**config.mk**
```make
export PLATFORM = sky130hd
export DESIGN_NAME = multi_cycle_add_sub
export DESIGN_NICKNAME = d
export VERILOG_FILES = /design/src/rtl/multi_cycle_add_sub.sv
export SDC_FILE = /design/constraint.sdc
export NUM_CORES = 1
export LEC_CHECK = 0
export CORE_ASPECT_RATIO = 0.5
export CORE_MARGIN = 8
export CORE_UTILIZATION = 30
export DETAILED_ROUTE_END_ITERATION = 10
export DONT_BUFFER_PORTS = 1
export GPL_TIMING_DRIVEN = 0
export HOLD_SLACK_MARGIN = 0.08
export PLACE_DENSITY_LB_ADDON = 0.05
export SLEW_MARGIN = 25
export SYNTH_ARGS = -nofsm -noshare
export SYNTH_HDL_FRONTEND = slang
export SYNTH_SLANG_ARGS = --single-unit
```
**constraint.sdc**
```tcl
create_clock -name clk -period 9.37 [get_ports clk]
set_input_delay 0.937 -clock clk [delete_from_list [all_inputs] [get_ports clk]]
set_output_delay 0.937 -clock clk [all_outputs]
set_load 0.02 [all_outputs]
```
**src/rtl/multi_cycle_add_sub.sv**
```systemverilog
// Wide adder-subtractor: one CHUNK-bit slice per cycle through a single
// ripple-carry adder, carry registered between slices, valid/ready on both sides.
module multi_cycle_add_sub #(
  parameter int unsigned WIDTH = 64,
  parameter int unsigned CHUNK = 16
) (
  input  logic             clk,
  input  logic             rst_n,
  input  logic             in_valid,
  output logic             in_ready,
  input  logic             sub,
  input  logic [WIDTH-1:0] x,
  input  logic [WIDTH-1:0] y,
  output logic             out_valid,
  input  logic             out_ready,
  output logic [WIDTH-1:0] result,
  output logic             cout,
  output logic             v,
  output logic             zero
);

  localparam int unsigned N  = WIDTH / CHUNK;
  localparam int unsigned KW = (N > 1) ? $clog2(N) : 1;
  localparam logic [KW-1:0] K_LAST = KW'(N - 1);

  if (((WIDTH % CHUNK) != 0) || (CHUNK < 2)) begin : g_param_check
    $error("multi_cycle_add_sub: WIDTH must be a multiple of CHUNK and CHUNK >= 2");
  end

  typedef enum logic [1:0] {S_IDLE, S_RUN, S_DONE} state_t;

  state_t             state_q, state_d;
  logic [KW-1:0]      k_q, k_d;
  logic               carry_q, carry_d;
  logic [WIDTH-1:0]   x_q, x_d, y_q, y_d;
  logic               sub_q, sub_d;
  logic [WIDTH-1:0]   result_q, result_d;
  logic               cout_q, cout_d, v_q, v_d, zero_q, zero_d;
  logic               out_valid_q, out_valid_d, in_ready_q, in_ready_d;

  logic [CHUNK-1:0]   a_c, yc_c, b_c, s_c;
  logic               ci_c, co_c, v_c;

  // Select the active slice; subtract is done as x + ~y + 1 via the first carry-in.
  always_comb begin
    a_c  = '0;
    yc_c = '0;
    for (int unsigned i = 0; i < N; i++) begin
      if (k_q == KW'(i)) begin
        a_c  = x_q[i*CHUNK +: CHUNK];
        yc_c = y_q[i*CHUNK +: CHUNK];
      end
    end
    b_c  = yc_c ^ {CHUNK{sub_q}};
    ci_c = (k_q == '0) ? sub_q : carry_q;
  end

  // Adder's own sub input stays low: it would force carry-in on every slice.
  rippleCarryAddSubP #(.M(CHUNK)) u_add (
    .a   (a_c),
    .b   (b_c),
    .ci  (ci_c),
    .sub (1'b0),
    .s   (s_c),
    .co  (co_c),
    .v   (v_c)
  );

  // Next-state and registered-output logic.
  always_comb begin
    state_d     = state_q;
    k_d         = k_q;
    carry_d     = carry_q;
    x_d         = x_q;
    y_d         = y_q;
    sub_d       = sub_q;
    result_d    = result_q;
    cout_d      = cout_q;
    v_d         = v_q;
    zero_d      = zero_q;
    out_valid_d = out_valid_q;
    in_ready_d  = in_ready_q;
    case (state_q)
      S_IDLE: begin
        if (in_valid && in_ready_q) begin
          x_d        = x;
          y_d        = y;
          sub_d      = sub;
          k_d        = '0;
          carry_d    = 1'b0;
          in_ready_d = 1'b0;
          state_d    = S_RUN;
        end
      end
      S_RUN: begin
        for (int unsigned i = 0; i < N; i++) begin
          if (k_q == KW'(i)) result_d[i*CHUNK +: CHUNK] = s_c;
        end
        carry_d = co_c;
        if (k_q == K_LAST) begin
          cout_d      = co_c;
          v_d         = v_c;
          zero_d      = (result_d == '0);
          out_valid_d = 1'b1;
          state_d     = S_DONE;
        end else begin
          k_d = k_q + KW'(1);
        end
      end
      S_DONE: begin
        if (out_ready) begin
          out_valid_d = 1'b0;
          in_ready_d  = 1'b1;
          state_d     = S_IDLE;
        end
      end
      default: state_d = S_IDLE;
    endcase
  end

  // State and output registers; reset aborts any operation in flight.
  always_ff @(posedge clk or negedge rst_n) begin
    if (!rst_n) begin
      state_q     <= S_IDLE;
      k_q         <= '0;
      carry_q     <= 1'b0;
      x_q         <= '0;
      y_q         <= '0;
      sub_q       <= 1'b0;
      result_q    <= '0;
      cout_q      <= 1'b0;
      v_q         <= 1'b0;
      zero_q      <= 1'b0;
      out_valid_q <= 1'b0;
      in_ready_q  <= 1'b1;
    end else begin
      state_q     <= state_d;
      k_q         <= k_d;
      carry_q     <= carry_d;
      x_q         <= x_d;
      y_q         <= y_d;
      sub_q       <= sub_d;
      result_q    <= result_d;
      cout_q      <= cout_d;
      v_q         <= v_d;
      zero_q      <= zero_d;
      out_valid_q <= out_valid_d;
      in_ready_q  <= in_ready_d;
    end
  end

  assign in_ready  = in_ready_q;
  assign out_valid = out_valid_q;
  assign result    = result_q;
  assign cout      = cout_q;
  assign v         = v_q;
  assign zero      = zero_q;

endmodule

// M-bit ripple-carry adder-subtractor; sub inverts b and forces carry-in high.
module rippleCarryAddSubP #(
  parameter int unsigned M = 16
) (
  input  logic [M-1:0] a,
  input  logic [M-1:0] b,
  input  logic         ci,
  input  logic         sub,
  output logic [M-1:0] s,
  output logic         co,
  output logic         v
);

  logic [M:0]   c;
  logic [M-1:0] bb;

  // Bit-serial carry chain; overflow is carry into MSB xor carry out of MSB.
  always_comb begin
    bb   = b ^ {M{sub}};
    s    = '0;
    c    = '0;
    c[0] = ci | sub;
    for (int unsigned i = 0; i < M; i++) begin
      s[i]   = a[i] ^ bb[i] ^ c[i];
      c[i+1] = (a[i] & bb[i]) | (c[i] & (a[i] ^ bb[i]));
    end
    co = c[M];
    v  = c[M] ^ c[M-1];
  end

endmodule

```
==> results.sh, run 1 <==
export IMPL_skew_ps=10.6
export IMPL_row_count=45
export IMPL_worst_ep_arrival_time_ps=9400
export IMPL_cp_common_cell="fa_2"
export IMPL_overflow=0
export IMPL_place_gp_congestion=0.780
export IMPL_firstDrtPassIters=5
export IMPL_port_buffers=0
export IMPL_worstSkewPairLatency_ps=520
export IMPL_netlist_area_um2=9390
export IMPL_dieArea_um2=37600
export IMPL_synth_edff_count=0
export IMPL_cp_slowest_cell="fa_2"
export IMPL_fin_crit_sh_pct=95.7
export IMPL_ys_seq_elements=203
export IMPL_min_path_type="in -> async"
export IMPL_grt_antenna_before_repair=6
export IMPL_slowest_delay_ps=620
export IMPL_cp_end_kind="register"
export IMPL_area_growth_pct=14.6
export IMPL_routedWlPerCell_um=25.7
export IMPL_die_w_um=266
export IMPL_synth_top_area_share_pct=53.8
export IMPL_final_util_pct=35.2
export IMPL_grt_pass1_vias=6841
export IMPL_setup_ws_ps=401
export IMPL_r2r_start="k_q[1]"
export IMPL_place_ws_ps=-1300
export IMPL_grt_usage_pct=17.3
export IMPL_drv_slew=0
export IMPL_ys_types=41
export IMPL_synth_area_per_cell_um2=11.4
export IMPL_die_h_um=141
export IMPL_root_buffer="clkbuf_16"
export IMPL_grt_max_degree=204
export IMPL_fmax_ghz=0.111
export IMPL_power_density_nw_per_um2=158
export IMPL_rsz0062_at_grt="false"
export IMPL_n_fill_cell=3074
export IMPL_startpoint_type="register"
export IMPL_cts_buffers=21
export IMPL_synth_area_top_cells="dfrtp_1, mux2_2, nand2_1, o21ai_0, a21oi_1"
export IMPL_cts_tree="done"
export IMPL_cp_max_fo=10
export IMPL_io_pins=202
export IMPL_pwr_share_clk_pct=48.5
export IMPL_p_sw_uw=371
export IMPL_swShare_pct=21.7
export IMPL_crit_type="reg -> reg"
export IMPL_drc_errors=0
export IMPL_synthFlopType="dfrtp_1"
export IMPL_p_int_uw=1330
export IMPL_hold_slack_ps=124
export IMPL_status="finished, final reports clean"
export IMPL_vdd_drop_max_v=0.0000804
export IMPL_path_clk_slew_ps=70
export IMPL_clk_path_buf_depth=3
export IMPL_postSynth_asyncResetShare_pct=100
export IMPL_nets=1007
export IMPL_drive_gt1_share_pct=26.6
export IMPL_ys_seq_area_share_pct=54.1
export IMPL_grt_pass1_wl_mm=48.0
export IMPL_hpwl_mm=24.8
export IMPL_synth_top_cell_by_area="dfrtp_1"
export IMPL_start_util_pct=30.7
export IMPL_pwr_share_seq_pct=51.4
export IMPL_htreeDepth=1
export IMPL_antenna_cells=0
export IMPL_vias=6489
export IMPL_p_leak_uw=0.00488
export IMPL_cap_violations=0
export IMPL_combPwrFrac_pct=0.1
export IMPL_syn_num_nets=979
export IMPL_viasPerCell=5.03
export IMPL_wl_mm=33.2
export IMPL_yosys_warnings=0
export IMPL_ff2ff_path_depth=33
export IMPL_core_area_um2=30600
export IMPL_final_setup_viol_count=0
export IMPL_drtIter0Drc=353
export IMPL_synth_cells=826
export IMPL_crit_required_ps=9800
export IMPL_setup_worst_path_start="k_q[1]"
export IMPL_synth_most_common_cell="dfrtp_1"
export IMPL_hold_violations=0
export IMPL_worstMarginPinSlew_ps=738
export IMPL_min_period_ps=8970
export IMPL_slew_headroom_pct=50.8
export IMPL_synth_common_cells="dfrtp_1, mux2_2, nand2_1"
export IMPL_ant_nets=0
export IMPL_clock_sinks=203
[kinds of logic (layout without fill, tap and decap cells)]
family          after synthesis  count (layout)  synth area share (%)
simple gates                210             210                  10.8
flops                       203             203                  54.1
compound gates              174             174                  9.86
mux                         138             138                  16.5
buf+inv                      64             105                  3.16
fa+ha+maj                    20              20                  3.94
xor+xnor                     17              17                  1.59
[power groups by stage]
| stage | logic (uW) | clock network, uW | registers, uW |
|---|---|---|---|
| final | 2.43 | 827 | 876 |
| after global routing | 2.82 | 889 | 875 |
| after CTS | 1.02 | 856 | 876 |
| after detailed placement | 1.01 | 0 | 893 |
| after global placement | 1.01 | 0 | 893 |
| after floorplan | 0.951 | 0 | 893 |
[repair_timing]
item,CTS,global route
hold buffers,0,1
cloned,0,0
pin swaps,2,6
gates resized for setup,40,16
hold endpoints to repair,0,13
setup endpoints to repair,12,6
buffers inserted,3,2
[through the flow]
stage / power (uW) / cells / setup TNS [ps] / area [um2]
floorplan: 894 / 826 / 0 / 9390
global placement: 894 / 1249 / -6690 / 9920
detailed placement: 894 / 1249 / -7420 / 9920
CTS: 1730 / 1287 / 0 / 10700
global route: 1770 / 1290 / 0 / 10800
finish: 1710 / 1290 / 0 / 10800
[sequential cells by signal (all words and copies together), names as in the netlist, 2 cells and up]
signal   count
state_q      2
result      64
k_q          2
y_q         64
x_q         64
[cell usage in the layout, fill, tap and decap left out, types with 9 or more instances in the layout]
cell,synthesis,routed
buf_2,18,12
nor2_1,19,19
nand2_1,116,116
xnor2_1,13,13
buf_4,9,17
nand3b_1,29,29
a21oi_1,75,72
dfrtp_1,202,202
o21ai_0,80,79
mux2_2,137,137
nor3_1,11,10
clkbuf_16,0,21
fa_2,0,9
clkbuf_1,22,22
[cell type report]
class / count / area [um2] / share of cell area (%)
sequential: 203 / 5080 / 47.2
multi-input combinational: 559 / 4080 / 37.9
clock buffer: 29 / 576 / 5.35
tap: 423 / 529 / 4.92
buffer: 55 / 357 / 3.31
clock inverter: 7 / 63.8 / 0.593
timing repair buffer: 6 / 47.5 / 0.442
inverter: 8 / 30.0 / 0.279
[worst paths after layout]
| path | slack [ps] | to |
|---|---|---|
| worst max-delay path | 400 | zero |
| worst min-delay path | 120 | result[52] |
| worst max register to register | 400 | zero |
| worst min register to register | 510 | y_q[16] |
| max in group asynchronous | 8090 | result[30] |
| min in group clk | 510 | y_q[16] |
[worst max-delay path: cells and delay by family, from the launching register on]
family	cells	cell delay (ps)
simple gates	3	370
flops	1	400
buf+inv	7	700
compound gates	5	800
xor+xnor	1	160
fa+ha+maj	17	6450
[metal layers]
metal / track usage, % / routed length [um]
met5: 0 / 84
met3: 5.36 / 2460
met1: 23.3 / 14900
met2: 27.4 / 15200
met4: 3.07 / 522
Note: power is estimated with default switching activity, not from simulation.
==> run 2, diff against run 1 <==
--- a/config.mk
+++ b/config.mk
@@ -7,7 +7,7 @@
 export LEC_CHECK = 0
 export CORE_ASPECT_RATIO = 0.5
 export CORE_MARGIN = 8
-export CORE_UTILIZATION = 30
+export CORE_UTILIZATION = 50
 export DETAILED_ROUTE_END_ITERATION = 10
 export DONT_BUFFER_PORTS = 1
 export GPL_TIMING_DRIVEN = 0
==> run 2 against run 1 <==
Clock-buffer cell count did not move. Non-clock buffer count fell by 4. Clock skew is 2.2 ps lower. Critical endpoint unchanged. Flip-flop and latch count unchanged. Die area is 37% lower. Critical path depth did not move. Sequential power about the same. Maximum frequency fell by 0.73%. Clock power is 1% lower. First-iteration DRC count increased by 48%. Largest cell class unchanged.
==> results.sh, run 2 (synthesis results as in run 1) <==
export IMPL_hpwl_mm=21.5
export IMPL_worstSkewPairLatency_ps=510
export IMPL_hold_violations=0
export IMPL_final_setup_viol_count=0
export IMPL_cts_tree="done"
export IMPL_r2r_slack_ps=330
export IMPL_grt_pass1_vias=6662
export IMPL_clk_path_buf_depth=3
export IMPL_path_clk_slew_ps=70
export IMPL_routedWlPerCell_um=25.8
export IMPL_nets=1002
export IMPL_clock_sinks=203
export IMPL_start_util_pct=51.1
export IMPL_setup_worst_path_start="k_q[1]"
export IMPL_dieArea_um2=23700
export IMPL_cts_buffers=20
export IMPL_grt_pass1_wl_mm=42.5
export IMPL_viasPerCell=5.94
export IMPL_area_growth_pct=11.6
export IMPL_ant_nets=0
export IMPL_slew_headroom_pct=54.0
export IMPL_vdd_drop_max_v=0.000112
export IMPL_overflow=0
export IMPL_worst_ep_arrival_time_ps=9450
export IMPL_row_count=35
export IMPL_final_cell_mix="dfrtp_1, mux2_2, nand2_1, o21ai_0, a21oi_1"
export IMPL_final_util_pct=57.0
export IMPL_multi_input_area_um2=4060
export IMPL_cap_violations=0
export IMPL_layout_commonest_cell="dfrtp_1"
export IMPL_register_area_um2=5080
export IMPL_die_w_um=210
export IMPL_fmax_ghz=0.111
export IMPL_rsz0062_at_grt="false"
export IMPL_min_path_type="in -> async"
export IMPL_worstMarginPinSlew_ps=690
export IMPL_n_fill_cell=1600
export IMPL_drtIter0Drc=522
export IMPL_r2r_start="k_q[1]"
export IMPL_ff2ff_path_depth=33
export IMPL_startpoint_type="register"
export IMPL_grt_max_degree=204
export IMPL_port_buffers=0
export IMPL_skew_ps=8.42
export IMPL_htreeDepth=1
export IMPL_rr_endpoint="zero"
export IMPL_min_period_ps=9040
export IMPL_grt_antenna_before_repair=13
export IMPL_cp_common_cell="fa_2"
export IMPL_crit_required_ps=9780
export IMPL_drive_gt1_share_pct=26.1
export IMPL_crit_type="reg -> reg"
export IMPL_drc_errors=0
export IMPL_status="finished, final reports clean"
export IMPL_grt_usage_pct=23.6
export IMPL_drv_slew=0
export IMPL_cp_end_kind="register"
export IMPL_place_ws_ps=-988
export IMPL_ctsHoldBuffers=0
export IMPL_core_area_um2=18400
export IMPL_p_leak_uw=0.00485
export IMPL_setup_ws_ps=335
export IMPL_vias=6554
export IMPL_root_buffer="clkbuf_16"
export IMPL_slowest_delay_ps=570
export IMPL_power_density_nw_per_um2=162
export IMPL_firstDrtPassIters=5
export IMPL_place_gp_congestion=0.843
export IMPL_io_pins=202
export IMPL_cp_slowest_cell="fa_2"
export IMPL_cp_max_fo=10
export IMPL_die_h_um=113
export IMPL_wl_mm=28.5
export IMPL_hold_slack_ps=131
export IMPL_fin_crit_sh_pct=96.4
==> run 2: cell count changes in the layout (fill, tap and decap cells not counted), moves of 2 or more <==
cell and change:
clkinv_2 -2, clkbuf_1 -2, buf_6 +3, buf_8 -3
clkbuf_8 +2, buf_4 -3
==> run 2: worst max-delay path: cells and delay by family, from the launching register on <==
family | cells | cell delay (ps)
adders and majority gates | 17 | 6500
and+or+nand+nor | 4 | 560
xor gates and xnor gates | 1 | 110
AOI/OAI and AO/OA | 4 | 680
DFF | 1 | 390
buffers and inverters | 7 | 680
==> run 2: per-layer routing <==
layer  vias to the layer above  share of wire, %  track usage [%]  wire [um]
met5                         -              0.54                0        154
met4                        24               1.5             3.92        440
met3                        57               9.4             8.39       2680
met2                       235                43             34.4      12200
met1                      3290                46             34.0      13000
li1                       2948                 -                -          -
==> run 2: timing repair <==
| item | CTS | global route |
|---|---|---|
| pin swaps | 1 | 2 |
| gates resized for setup | 27 | 18 |
| endpoints found under the setup margin | 11 | 6 |
| buffers inserted | 1 | 1 |
==> run 2: through the flow <==
step / setup TNS, ps / std cells / total power [uW] / instance area [um2]
after global placement: -3090 / 1066 / 894 / 9690
after detailed placement: -3890 / 1066 / 894 / 9690
after floorplan: 0 / 826 / 894 / 9390
after global routing: 0 / 1104 / 1740 / 10500
final: 0 / 1104 / 1690 / 10500
after CTS: 0 / 1102 / 1700 / 10400
==> run 2: worst max-delay path by stage <==
stage | end | slack [ps] | cells past startpoint
after floorplan | zero | 230 | 33
final | zero | 330 | 33
after detailed placement | zero | -990 | 33
after global routing | zero | 40 | 33
after CTS | zero | 30 | 33
after global placement | zero | -880 | 33
==> run 2: power by group <==
group          total, uW  internal (uW)  switching (uW)
Sequential           876            876               0
Clock                817            466             351
Combinational       1.05          0.682           0.362
Total               1690           1340             352
==> run 2: cell type report <==
class,count,area share (%)
plain buffers,55,3.08
well taps,240,2.87
repair buffers,2,0.143
diodes,1,0.0239
flip-flops and latches,203,48.5
clock buffers,29,5.58
multi-input cells,559,38.8
clock inverters,7,0.764
inverters,8,0.287
==> run 3, diff against run 2 <==
--- a/config.mk
+++ b/config.mk
@@ -5,9 +5,10 @@
 export SDC_FILE = /design/constraint.sdc
 export NUM_CORES = 1
 export LEC_CHECK = 0
+export ABC_CLOCK_PERIOD_IN_PS = 9370
 export CORE_ASPECT_RATIO = 0.5
 export CORE_MARGIN = 8
-export CORE_UTILIZATION = 50
+export CORE_UTILIZATION = 30
 export DETAILED_ROUTE_END_ITERATION = 10
 export DONT_BUFFER_PORTS = 1
 export GPL_TIMING_DRIVEN = 0
==> results of run 3 <==
The final DEF is identical to that of run 1; final timing and power are the same.
